<file path="src/rtl/calc_engine_if.sv">
`default_nettype none
// ============================================================================
// Module      : calc_engine_if
// Description : Bundle of the calc_engine control and SRAM-port signals.
//               The engine connects through the 'slave' modport; the system
//               side (control logic plus SRAM pair) uses 'master'.
//   start_i, op_i, read/write start/end addresses : run request and config
//   busy_o, done_o, trunc_o, ovf_cnt_o             : run status
//   mem_re_o, mem_raddr_o, mem_rdata_i             : SRAM read port
//   mem_we_o, mem_waddr_o, mem_wdata_o             : SRAM write port
// Revision    : 1.0 - initial release
// ============================================================================
interface calc_engine_if #(
    parameter int DATA_W = 32,
    parameter int ADDR_W = 9
);
    logic                  start_i;
    logic [1:0]            op_i;
    logic [ADDR_W-1:0]     read_start_addr_i;
    logic [ADDR_W-1:0]     read_end_addr_i;
    logic [ADDR_W-1:0]     write_start_addr_i;
    logic [ADDR_W-1:0]     write_end_addr_i;
    logic                  busy_o;
    logic                  done_o;
    logic                  trunc_o;
    logic [ADDR_W:0]       ovf_cnt_o;
    logic                  mem_re_o;
    logic [ADDR_W-1:0]     mem_raddr_o;
    logic [2*DATA_W-1:0]   mem_rdata_i;
    logic                  mem_we_o;
    logic [ADDR_W-1:0]     mem_waddr_o;
    logic [2*DATA_W-1:0]   mem_wdata_o;

    modport slave (
        input  start_i, op_i, read_start_addr_i, read_end_addr_i,
               write_start_addr_i, write_end_addr_i, mem_rdata_i,
        output busy_o, done_o, trunc_o, ovf_cnt_o,
               mem_re_o, mem_raddr_o, mem_we_o, mem_waddr_o, mem_wdata_o
    );

    modport master (
        output start_i, op_i, read_start_addr_i, read_end_addr_i,
               write_start_addr_i, write_end_addr_i, mem_rdata_i,
        input  busy_o, done_o, trunc_o, ovf_cnt_o,
               mem_re_o, mem_raddr_o, mem_we_o, mem_waddr_o, mem_wdata_o
    );
endinterface
`default_nettype wire

</file>
<file path="src/rtl/calc_engine.sv">
`default_nettype none
// ============================================================================
// Module      : calc_engine
// Description : Self-sequencing two-operand calculator. On start it walks an
//               inclusive read range, fetching one word {b,a} per step,
//               applies add/sub/min/max, packs two results per output word
//               and writes them over an inclusive write range. Reports done,
//               truncation (write range exhausted first) and a saturating
//               count of add-carry / sub-borrow events.
// Ports       : clk_i  - clock, rising edge
//               rst_ni - asynchronous active-low reset
//               bus    - calc_engine_if.slave (control, status, SRAM ports)
// Options     : CALC_ENGINE_SAT_EN - when defined, add clamps to all-ones on
//               carry and sub clamps to zero on borrow; otherwise both wrap.
// Revision    : 1.0 - initial release
// ============================================================================
module calc_engine #(
    parameter int DATA_W = 32,
    parameter int ADDR_W = 9
) (
    input  wire logic        clk_i,
    input  wire logic        rst_ni,
    calc_engine_if.slave     bus
);
    typedef enum logic [2:0] {
        S_IDLE = 3'd0,
        S_RD   = 3'd1,
        S_WAIT = 3'd2,
        S_EXEC = 3'd3,
        S_WR   = 3'd4,
        S_DONE = 3'd5
    } state_t;

    state_t                state;
    logic [1:0]            op;
    logic [ADDR_W-1:0]     read_end;
    logic [ADDR_W-1:0]     write_end;
    logic [ADDR_W-1:0]     rptr;
    logic [ADDR_W-1:0]     wptr;
    logic                  half;
    logic [2*DATA_W-1:0]   buffer;
    logic [ADDR_W:0]       ovf_cnt;

    logic                  busy;
    logic                  done;
    logic                  trunc;
    logic                  mem_re;
    logic [ADDR_W-1:0]     mem_raddr;
    logic                  mem_we;
    logic [ADDR_W-1:0]     mem_waddr;
    logic [2*DATA_W-1:0]   mem_wdata;

    // Datapath on the word presented during EXEC
    logic [DATA_W-1:0]     opa;
    logic [DATA_W-1:0]     opb;
    logic [DATA_W:0]       sum;
    logic [DATA_W-1:0]     diff;
    logic                  borrow;
    logic [DATA_W-1:0]     result;
    logic                  ovf_event;
    logic [2*DATA_W-1:0]   exec_buf;
    logic [ADDR_W:0]       ovf_cnt_next;

    always_comb begin
        opa       = bus.mem_rdata_i[DATA_W-1:0];
        opb       = bus.mem_rdata_i[2*DATA_W-1:DATA_W];
        sum       = {1'b0, opa} + {1'b0, opb};
        diff      = opa - opb;
        borrow    = (opa < opb);
        result    = '0;
        ovf_event = 1'b0;
        case (op)
            2'b00: begin
                ovf_event = sum[DATA_W];
`ifdef CALC_ENGINE_SAT_EN
                result    = sum[DATA_W] ? {DATA_W{1'b1}} : sum[DATA_W-1:0];
`else
                result    = sum[DATA_W-1:0];
`endif
            end
            2'b01: begin
                ovf_event = borrow;
`ifdef CALC_ENGINE_SAT_EN
                result    = borrow ? {DATA_W{1'b0}} : diff;
`else
                result    = diff;
`endif
            end
            2'b10:   result = borrow ? opa : opb;
            default: result = borrow ? opb : opa;
        endcase
        // Low half is filled first; the high half is always still zero then
        // because the buffer clears after every write.
        exec_buf = half ? {result, buffer[DATA_W-1:0]}
                        : {buffer[2*DATA_W-1:DATA_W], result};
        ovf_cnt_next = (ovf_event && (ovf_cnt != {(ADDR_W+1){1'b1}}))
                     ? ovf_cnt + 1'b1 : ovf_cnt;
    end

    always_ff @(posedge clk_i or negedge rst_ni) begin
        if (!rst_ni) begin
            state     <= S_IDLE;
            op        <= '0;
            read_end  <= '0;
            write_end <= '0;
            rptr      <= '0;
            wptr      <= '0;
            half      <= 1'b0;
            buffer    <= '0;
            ovf_cnt   <= '0;
            busy      <= 1'b0;
            done      <= 1'b0;
            trunc     <= 1'b0;
            mem_re    <= 1'b0;
            mem_raddr <= '0;
            mem_we    <= 1'b0;
            mem_waddr <= '0;
            mem_wdata <= '0;
        end else begin
            done   <= 1'b0;
            mem_re <= 1'b0;
            mem_we <= 1'b0;
            case (state)
                S_IDLE: begin
                    if (bus.start_i) begin
                        op        <= bus.op_i;
                        read_end  <= bus.read_end_addr_i;
                        write_end <= bus.write_end_addr_i;
                        rptr      <= bus.read_start_addr_i;
                        wptr      <= bus.write_start_addr_i;
                        half      <= 1'b0;
                        buffer    <= '0;
                        ovf_cnt   <= '0;
                        trunc     <= 1'b0;
                        busy      <= 1'b1;
                        mem_re    <= 1'b1;
                        mem_raddr <= bus.read_start_addr_i;
                        state     <= S_RD;
                    end
                end
                S_RD:   state <= S_WAIT;
                S_WAIT: state <= S_EXEC;
                S_EXEC: begin
                    ovf_cnt <= ovf_cnt_next;
                    buffer  <= exec_buf;
                    if (half || (rptr == read_end)) begin
                        mem_we    <= 1'b1;
                        mem_waddr <= wptr;
                        mem_wdata <= exec_buf;
                        state     <= S_WR;
                    end else begin
                        half      <= 1'b1;
                        rptr      <= rptr + 1'b1;
                        mem_re    <= 1'b1;
                        mem_raddr <= rptr + 1'b1;
                        state     <= S_RD;
                    end
                end
                S_WR: begin
                    buffer <= '0;
                    half   <= 1'b0;
                    if (rptr == read_end) begin
                        done  <= 1'b1;
                        state <= S_DONE;
                    end else if (wptr == write_end) begin
                        trunc <= 1'b1;
                        done  <= 1'b1;
                        state <= S_DONE;
                    end else begin
                        rptr      <= rptr + 1'b1;
                        wptr      <= wptr + 1'b1;
                        mem_re    <= 1'b1;
                        mem_raddr <= rptr + 1'b1;
                        state     <= S_RD;
                    end
                end
                S_DONE: begin
                    busy  <= 1'b0;
                    state <= S_IDLE;
                end
                default: state <= S_IDLE;
            endcase
        end
    end

    assign bus.busy_o      = busy;
    assign bus.done_o      = done;
    assign bus.trunc_o     = trunc;
    assign bus.ovf_cnt_o   = ovf_cnt;
    assign bus.mem_re_o    = mem_re;
    assign bus.mem_raddr_o = mem_raddr;
    assign bus.mem_we_o    = mem_we;
    assign bus.mem_waddr_o = mem_waddr;
    assign bus.mem_wdata_o = mem_wdata;
endmodule
`default_nettype wire

</file>
<file path="src/flat_wrapper.sv">
// flat-port wrapper written by rule: the top's interface ports become plain ports
module calc_engine_flat 
#(
    parameter int DATA_W = 32,
    parameter int ADDR_W = 9
)
  (clk_i, rst_ni, bus_start_i, bus_op_i, bus_read_start_addr_i, bus_read_end_addr_i, bus_write_start_addr_i, bus_write_end_addr_i, bus_mem_rdata_i, bus_busy_o, bus_done_o, bus_trunc_o, bus_ovf_cnt_o, bus_mem_re_o, bus_mem_raddr_o, bus_mem_we_o, bus_mem_waddr_o, bus_mem_wdata_o);
  calc_engine_if #(.DATA_W(DATA_W), .ADDR_W(ADDR_W)) bus_i ();
  input  wire logic clk_i;
  input  wire logic rst_ni;
  input wire logic [$bits(bus_i.start_i)-1:0] bus_start_i;
  input wire logic [$bits(bus_i.op_i)-1:0] bus_op_i;
  input wire logic [$bits(bus_i.read_start_addr_i)-1:0] bus_read_start_addr_i;
  input wire logic [$bits(bus_i.read_end_addr_i)-1:0] bus_read_end_addr_i;
  input wire logic [$bits(bus_i.write_start_addr_i)-1:0] bus_write_start_addr_i;
  input wire logic [$bits(bus_i.write_end_addr_i)-1:0] bus_write_end_addr_i;
  input wire logic [$bits(bus_i.mem_rdata_i)-1:0] bus_mem_rdata_i;
  output wire logic [$bits(bus_i.busy_o)-1:0] bus_busy_o;
  output wire logic [$bits(bus_i.done_o)-1:0] bus_done_o;
  output wire logic [$bits(bus_i.trunc_o)-1:0] bus_trunc_o;
  output wire logic [$bits(bus_i.ovf_cnt_o)-1:0] bus_ovf_cnt_o;
  output wire logic [$bits(bus_i.mem_re_o)-1:0] bus_mem_re_o;
  output wire logic [$bits(bus_i.mem_raddr_o)-1:0] bus_mem_raddr_o;
  output wire logic [$bits(bus_i.mem_we_o)-1:0] bus_mem_we_o;
  output wire logic [$bits(bus_i.mem_waddr_o)-1:0] bus_mem_waddr_o;
  output wire logic [$bits(bus_i.mem_wdata_o)-1:0] bus_mem_wdata_o;
  assign bus_i.start_i = bus_start_i;
  assign bus_i.op_i = bus_op_i;
  assign bus_i.read_start_addr_i = bus_read_start_addr_i;
  assign bus_i.read_end_addr_i = bus_read_end_addr_i;
  assign bus_i.write_start_addr_i = bus_write_start_addr_i;
  assign bus_i.write_end_addr_i = bus_write_end_addr_i;
  assign bus_i.mem_rdata_i = bus_mem_rdata_i;
  assign bus_busy_o = bus_i.busy_o;
  assign bus_done_o = bus_i.done_o;
  assign bus_trunc_o = bus_i.trunc_o;
  assign bus_ovf_cnt_o = bus_i.ovf_cnt_o;
  assign bus_mem_re_o = bus_i.mem_re_o;
  assign bus_mem_raddr_o = bus_i.mem_raddr_o;
  assign bus_mem_we_o = bus_i.mem_we_o;
  assign bus_mem_waddr_o = bus_i.mem_waddr_o;
  assign bus_mem_wdata_o = bus_i.mem_wdata_o;
  calc_engine #(.DATA_W(DATA_W), .ADDR_W(ADDR_W)) u_core (.clk_i(clk_i), .rst_ni(rst_ni), .bus(bus_i));
endmodule
</file>
<file path="config.mk">
export PLATFORM = sky130hd
export DESIGN_NAME = calc_engine_flat
export DESIGN_NICKNAME = d
export VERILOG_FILES = /design/src/rtl/calc_engine_if.sv /design/src/rtl/calc_engine.sv /design/src/flat_wrapper.sv
export SDC_FILE = /design/constraint.sdc
export NUM_CORES = 1
export LEC_CHECK = 0
export ABC_CLOCK_PERIOD_IN_PS = 4170
export CORE_ASPECT_RATIO = 0.75
export CORE_MARGIN = 2
export CORE_UTILIZATION = 35
export CTS_CLUSTER_DIAMETER = 120
export DETAILED_ROUTE_END_ITERATION = 12
export PLACE_DENSITY = 0.65
export SLEW_MARGIN = 10
export SYNTH_ARGS = -nofsm -noshare
export SYNTH_HDL_FRONTEND = slang
export SYNTH_SLANG_ARGS = --single-unit
</file>
<file path="constraint.sdc">
create_clock -name clk_i -period 4.17 [get_ports clk_i]
set_input_delay 0.834 -clock clk_i [delete_from_list [all_inputs] [get_ports clk_i]]
set_output_delay 0.834 -clock clk_i [all_outputs]
set_load 0.01 [all_outputs]
</file>
==> results.tsv, run 1 <==
metric	value	unit
status	finished clean	
count of standard-cell rows	61	
total global routing overflow	0	
Post-Syn Nets	1842	
final weighted congestion in routability-driven placement	0.980	
Post-synth ARST share	1.00	
chain of cells forming the critical path	clkdlybuf4s50_1 -> inv_1 -> ha_1 -> buf_4 -> nand2b_4 -> a21o_1 -> a21o_1 -> a2111o_1 -> a21bo_2 -> buf_4 -> a21oi_4 -> nor2_4 -> buf_12 -> buf_4 -> mux2i_1 -> a221o_1 -> o21ai_1	
average size of a mapped cell	8.00	sq um
routed via count	14400	
largest incremental delay on the critical path	0.54	ns
Sink Count	194	
highest net fanout along the worst path	7	
Top delay family on crit path	compound AO/OA/AOI/OAI gates	
Tightest Hold Check Type	in -> async	
number of enable-type register cells in the synthesized netlist	0	
area share of the largest cell type after synthesis	0.364	
CP max stage cell	sky130_fd_sc_hd__clkdlybuf4s50_1	
Comb power frac	0.546	
worst setup path class	in -> reg	
main flop type after synthesis	sky130_fd_sc_hd__dfrtp_1	
Flop pwr share	0.311	
post-route minimum period	4.10	ns
Final Hold Violating Endpoints	0	
most repeated library cell on the critical path	sky130_fd_sc_hd__buf_4	
FMAX	244	MHz
clock buffer depth	2	
first-pass GRT wire length	79600	um
overall fraction of global-route tracks in use	0.255	
Arrival @ worst endpoint	4.45	ns
fraction of the core area covered by cells at the end of the flow	0.488	
portion of the post-synthesis area used by sequential elements	0.364	
fillcell total	3575	
synthesized instance count	1668	
startpoint of the most critical setup path	bus_mem_rdata_i[34]	
power density over the cells	599	nW/um^2
Num CTS Buffers	17	
Reg clk slew, reported paths	0.07	ns
routed length per instance	20.2	um
post-placement cell count	2522	
routed wire length	51600	um
net switching power	4.91	mW
worst endpoint required time	4.52	ns
leading area contributor after synthesis	sky130_fd_sc_hd__dfrtp_1	
number of global-route vias before repair	13600	
fin. max-slew vios	0	
Clock Root Buffer	sky130_fd_sc_hd__clkbuf_16	
register-to-register setup slack	0.95	ns
Final Cycle Share	0.984	
initial cell density of the core	0.358	
Pint	6.00	mW
full die area	39700	sq um
kind of start point of the critical path	input pin	
share of final-layout standard cells stronger than drive strength 1	0.166	
1st-iter DRT viols	1378	
CORE AREA	37300	sq um
Worst Clk Skew	0.0148	ns
largest net degree at the start of global routing	106	
worst-case headroom to the max-slew limit	0.327	
vertical extent of the die	173	um
Die X-Extent	229	um
overall power of the completed layout	10.9	mW
maximum vdd ir drop	0.355	mV
endpoint of the worst register-to-register path	u_core.bus.mem_wdata_o[14]	
count of distinct cell types in the synthesized netlist	81	
final number of setup-violating endpoints	0	
layout overhead on the synthesized area	36.4	%
CTS H-tree depth	4	
first-pass detailed-route iteration total	5	
Final Non-Filler Cells	2557	
clock insertion delay at the later pin of the skew report	0.45	ns
# DRC	0	
routed vias/inst	5.62	
switching share of power	0.450	
number of hold-repair buffers added at the cts stage	0	
cell types with the largest area share after synthesis	sky130_fd_sc_hd__dfrtp_1, sky130_fd_sc_hd__o21ai_0, sky130_fd_sc_hd__a21oi_1	
leakage	8.22	nW
Least-Margin Pin Slew	1.01	ns
total of warnings raised by yosys	0	
TritonCTS clock tree	yes	
HPWL reported at the end of detailed placement	39700	um
io pins	202	
area of the mapped netlist	13300	sq um
FF-to-FF Start	u_core.state[2]	
clock network fraction of design power	0.143	
number of antenna violations at the first check in global routing	0	
FF+latch count, synth	194	
port buffer count	201	
total number of nets in the final design	2214	
ANT nets after route	0	
Buf/Inv on CP	6	
final worst hold slack	0.460	ns
type of element capturing the critical path	flop	
Antenna Diode Count	0	
number of cells traversed by the worst register-to-register path	8	
max-cap check violation count	0	
state kept, by name, summed over array words and instances (netlist names), 2 cells and up:
register	count
u_core.read_end	9
u_core.rptr	9
u_core.buffer	64
u_core.state	3
u_core.bus.ovf_cnt_o	10
u_core.op	2
u_core.bus.mem_waddr_o	9
u_core.write_end	9
u_core.bus.mem_wdata_o	64
u_core.wptr	9
cells by family (layout without fill, tap and decap cells):
family	Yosys count	in the layout	share of synthesized area
DFF	194	194	0.364
buffers and inverters	189	574	0.0554
AOI/OAI and AO/OA	554	554	0.253
muxes	30	30	0.0245
and+or+nand+nor	586	586	0.207
xor gates and xnor gates	46	46	0.0302
adders and majority gates	69	69	0.0658
stage by stage:
stage,worst slack (ns),instance area [sq um],TNS (ns)
6_report,0.0683,18200,0
5_1_grt,-0.0209,18200,-0.0505
4_1_cts,0.0171,18100,0
3_5_place_dp,-0.463,17500,-41.22
3_3_place_gp,-0.363,17500,-31.98
2_1_floorplan,0.373,13300,0
placed cells by master (no fill, tap or decap), types with 12 or more instances in the layout:
| cell | instances |
|---|---|
| sky130_fd_sc_hd__a21oi_1 | 170 |
| sky130_fd_sc_hd__nor2b_1 | 12 |
| sky130_fd_sc_hd__clkbuf_16 | 17 |
| sky130_fd_sc_hd__o211ai_1 | 14 |
| sky130_fd_sc_hd__a211oi_1 | 16 |
| sky130_fd_sc_hd__nor2_1 | 100 |
| sky130_fd_sc_hd__o21ai_0 | 167 |
| sky130_fd_sc_hd__nand3_1 | 133 |
| sky130_fd_sc_hd__and3_1 | 46 |
| sky130_fd_sc_hd__clkdlybuf4s50_1 | 198 |
| sky130_fd_sc_hd__ha_1 | 64 |
| sky130_fd_sc_hd__o21ai_1 | 26 |
| sky130_fd_sc_hd__nand4_1 | 12 |
| sky130_fd_sc_hd__a31oi_1 | 17 |
| sky130_fd_sc_hd__nor3_1 | 29 |
| sky130_fd_sc_hd__dfrtp_1 | 193 |
| sky130_fd_sc_hd__inv_1 | 79 |
| sky130_fd_sc_hd__o31ai_1 | 21 |
| sky130_fd_sc_hd__mux2i_1 | 20 |
| sky130_fd_sc_hd__nand2_1 | 193 |
| sky130_fd_sc_hd__a21o_1 | 16 |
| sky130_fd_sc_hd__buf_4 | 256 |
| sky130_fd_sc_hd__xnor2_1 | 42 |
power by group through the flow:
stage	Sequential (mW)	Clock, mW	Combinational [mW]
after floorplan	3.23	0	3.23
after global placement	3.38	0	5.72
after detailed placement	3.40	0	5.85
after CTS	3.37	1.57	5.87
after global routing	3.48	1.66	6.51
final	3.39	1.56	5.96
Yosys cell counts (10+ instances only):
library cell	instances
sky130_fd_sc_hd__a211oi_1	17
sky130_fd_sc_hd__a21o_1	16
sky130_fd_sc_hd__a21oi_1	170
sky130_fd_sc_hd__a31oi_1	18
sky130_fd_sc_hd__and3_1	46
sky130_fd_sc_hd__buf_2	12
sky130_fd_sc_hd__clkbuf_1	88
sky130_fd_sc_hd__dfrtp_1	194
sky130_fd_sc_hd__ha_1	67
sky130_fd_sc_hd__inv_1	79
sky130_fd_sc_hd__mux2i_1	21
sky130_fd_sc_hd__nand2_1	194
sky130_fd_sc_hd__nand3_1	133
sky130_fd_sc_hd__nand4_1	12
sky130_fd_sc_hd__nor2_1	100
sky130_fd_sc_hd__nor2b_1	12
sky130_fd_sc_hd__nor3_1	30
sky130_fd_sc_hd__nor4_1	11
sky130_fd_sc_hd__o211ai_1	14
sky130_fd_sc_hd__o21ai_0	171
sky130_fd_sc_hd__o21ai_1	24
sky130_fd_sc_hd__o22ai_1	10
sky130_fd_sc_hd__o31ai_1	21
sky130_fd_sc_hd__xnor2_1	42
final cells by class:
cell class	instances	area [sq um]	area share
Multi-Input combinational cell	1285	7870	0.432
Sequential cell	194	4860	0.267
Timing Repair Buffer	460	3990	0.219
Tap cell	504	631	0.0346
Clock buffer	19	443	0.0243
Inverter	82	308	0.0169
Clock inverter	13	101	0.00557
worst reg2reg max path: stages, from the launching register on:
cell and delay, ns:
sky130_fd_sc_hd__dfrtp_1 0.48, sky130_fd_sc_hd__inv_1 0.18, sky130_fd_sc_hd__and3_1 0.41, sky130_fd_sc_hd__buf_4 0.41, sky130_fd_sc_hd__o21ai_4 0.32, sky130_fd_sc_hd__inv_2 0.14, sky130_fd_sc_hd__nand2_1 0.58, sky130_fd_sc_hd__a311o_1 0.54
sky130_fd_sc_hd__nand3_1 0.09
layer usage:
metal	vias up	global-route usage	wire, um
met2	559	0.387	22900
met1	7005	0.371	23600
met4	0	0.0790	1410
met5	-	0	0
met3	77	0.0394	3650
li1	6739	-	-
how the worst max path moves through the flow:
| stage | end | slack, ns | cells past startpoint |
|---|---|---|---|
| floorplan | u_core.buffer[29] | 0.37 | 14 |
| global placement | u_core.bus.mem_wdata_o[24] | -0.36 | 17 |
| detailed placement | u_core.bus.mem_wdata_o[23] | -0.46 | 16 |
| CTS | u_core.bus.mem_wdata_o[23] | 0.02 | 16 |
| global route | u_core.buffer[59] | -0.02 | 14 |
| finish | u_core.bus.mem_wdata_o[23] | 0.07 | 17 |
timing repair:
| action | CTS | global route |
|---|---|---|
| buffers inserted | 0 | 3 |
| endpoints found under the setup margin | 1 | 95 |
| gates cloned | 0 | 0 |
| pin swaps | 1 | 8 |
| gates resized for setup | 0 | 20 |
No activity file was read; power rests on OpenSTA's default activity.
==> inputs of run 2 (changes only) <==
--- a/config.mk
+++ b/config.mk
@@ -8,10 +8,10 @@
 export ABC_CLOCK_PERIOD_IN_PS = 4170
 export CORE_ASPECT_RATIO = 0.75
 export CORE_MARGIN = 2
-export CORE_UTILIZATION = 35
+export CORE_UTILIZATION = 49
 export CTS_CLUSTER_DIAMETER = 120
 export DETAILED_ROUTE_END_ITERATION = 12
-export PLACE_DENSITY = 0.65
+export PLACE_DENSITY = 0.82
 export SLEW_MARGIN = 10
 export SYNTH_ARGS = -nofsm -noshare
 export SYNTH_HDL_FRONTEND = slang
==> results.tsv, run 2 (synthesis results as in run 1) <==
metric	value	unit
chain of cells forming the critical path	clkdlybuf4s50_1 -> inv_1 -> ha_2 -> fa_2 -> nand2b_4 -> a21o_1 -> a21o_1 -> a2111o_1 -> a21bo_4 -> a21oi_4 -> nor2_4 -> buf_12 -> buf_4 -> mux2_4 -> mux2i_4 -> o21ai_1	
number of antenna violations at the first check in global routing	1	
FF-to-FF Start	u_core.rptr[2]	
final weighted congestion in routability-driven placement	0.999	
fillcell total	2188	
Reg clk slew, reported paths	0.07	ns
Least-Margin Pin Slew	1.07	ns
maximum vdd ir drop	0.372	mV
routed vias/inst	6.20	
Num CTS Buffers	17	
startpoint of the most critical setup path	bus_mem_rdata_i[0]	
io pins	202	
Final Cycle Share	0.988	
count of standard-cell rows	52	
layout overhead on the synthesized area	34.3	%
routed length per instance	21.3	um
highest net fanout along the worst path	11	
peak-usage layer in the global routing report	met2	
Sink Count	194	
worst endpoint required time	4.45	ns
number of global-route vias before repair	13900	
register cell area after layout	4860	sq um
register-to-register setup slack	1.19	ns
CORE AREA	26900	sq um
vertical extent of the die	147	um
# DRC	0	
full die area	28600	sq um
HPWL reported at the end of detailed placement	37800	um
Worst Clk Skew	0.0158	ns
post-placement cell area	17200	sq um
port buffer count	201	
Clock Root Buffer	sky130_fd_sc_hd__clkbuf_16	
first-pass detailed-route iteration total	6	
kind of start point of the critical path	input pin	
total global routing overflow	0	
post-route minimum period	4.12	ns
overall power of the completed layout	11.2	mW
total number of nets in the final design	2190	
routed wire length	50600	um
setup total negative slack	0	ns
endpoint of the worst register-to-register path	u_core.bus.mem_wdata_o[7]	
max-cap check violation count	0	
type of element capturing the critical path	flop	
leading cell type in the layout, fill and taps excluded	sky130_fd_sc_hd__buf_4	
status	finished clean	
TritonCTS clock tree	yes	
clock buffer depth	2	
CP max stage cell	sky130_fd_sc_hd__a2111o_1	
initial cell density of the core	0.497	
share of final-layout standard cells stronger than drive strength 1	0.158	
Die X-Extent	195	um
most repeated library cell on the critical path	sky130_fd_sc_hd__a21o_1	
total non-filler cell area in the finished layout	17900	sq um
Antenna Diode Count	0	
setup repair after global routing missed its margin	true	
Arrival @ worst endpoint	4.40	ns
number of cells traversed by the worst register-to-register path	7	
FMAX	243	MHz
fin. max-slew vios	0	
overall fraction of global-route tracks in use	0.348	
largest incremental delay on the critical path	0.51	ns
largest net degree at the start of global routing	90	
CTS H-tree depth	4	
Tightest Hold Check Type	in -> async	
first-pass GRT wire length	78300	um
1st-iter DRT viols	1595	
final number of setup-violating endpoints	0	
commonest non-fill, non-tap cells in the layout	sky130_fd_sc_hd__buf_4, sky130_fd_sc_hd__clkdlybuf4s50_1, sky130_fd_sc_hd__nand2_1, sky130_fd_sc_hd__dfrtp_1, sky130_fd_sc_hd__a21oi_1	
routed via count	14700	
met2 track utilization from global routing	0.545	
post-placement cell count	2342	
leakage	8.13	nW
met1 track demand over resource in global routing	0.481	
worst-case headroom to the max-slew limit	0.284	
power density over the cells	625	nW/um^2
number of hold-repair buffers added at the cts stage	0	
worst setup path class	in -> reg	
Final Non-Filler Cells	2380	
clock insertion delay at the later pin of the skew report	0.44	ns
Final Hold Violating Endpoints	0	
global-route met3 utilization	0.0801	
ANT nets after route	0	
total area of multi-input combinational cells	7890	sq um
## run 2: changes by cell type in the layout (fill, tap and decap cells not counted), sizes merged, moves of 2 or more
cell	before	now
bufinv	0	2
dlymetal6s2s	2	0
clkdlybuf4s50	198	200
inv	85	87
clkbuf	20	18
buf	259	235
## run 2: cell type report
class	count	share of cell area
Multi-Input combinational cell	1285	0.440
Inverter	82	0.0172
Clock buffer	17	0.0237
Timing Repair Buffer	436	0.214
Sequential cell	194	0.271
Clock inverter	15	0.00957
Tap cell	351	0.0245
## run 2: how the worst max path moves through the flow
stage | endpoint | slack, ns
floorplan | u_core.buffer[29] | 0.37
global placement | u_core.bus.mem_wdata_o[10] | -0.39
detailed placement | u_core.bus.mem_wdata_o[10] | -0.51
CTS | u_core.bus.mem_wdata_o[10] | 0.02
global route | u_core.buffer[60] | -0.03
finish | u_core.bus.mem_wdata_o[29] | 0.05
## run 2: where the power goes
group / switching (mW) / internal [mW]
sequential: 0.732 / 2.64
combinational: 3.56 / 2.58
clock: 0.792 / 0.902
total: 5.08 / 6.12
## run 2: worst max-delay path, delay by kind of cell
family,cells,cell delay [ns]
buffers and inverters,4,0.82
AND/OR/NAND/NOR,2,0.20
adder cells (fa/ha/maj),2,0.61
AO/OA/AOI/OAI,6,1.42
multiplexers,2,0.50
## run 2: what timing repair did
item	CTS	global route
gates cloned	0	0
hold endpoints to repair	0	0
pin swaps	0	12
setup endpoints to repair	6	96
resized for setup	2	26
buffers inserted	0	7
## run 2: stage by stage
step           utilization  hold slack [ns]  setup slack, ns
6_report             0.667            0.449           0.0507
5_1_grt              0.667            0.501          -0.0270
4_1_cts              0.661            0.481           0.0188
3_3_place_gp         0.639            0.460           -0.395
3_5_place_dp         0.639            0.462           -0.515
2_1_floorplan            -            0.460            0.373
## run 2: routing by layer
layer / vias up / share of wire
met2: 906 / 0.45
met3: 123 / 0.11
met5: - / 0
li1: 6678 / -
met4: 0 / 0.031
met1: 7042 / 0.41
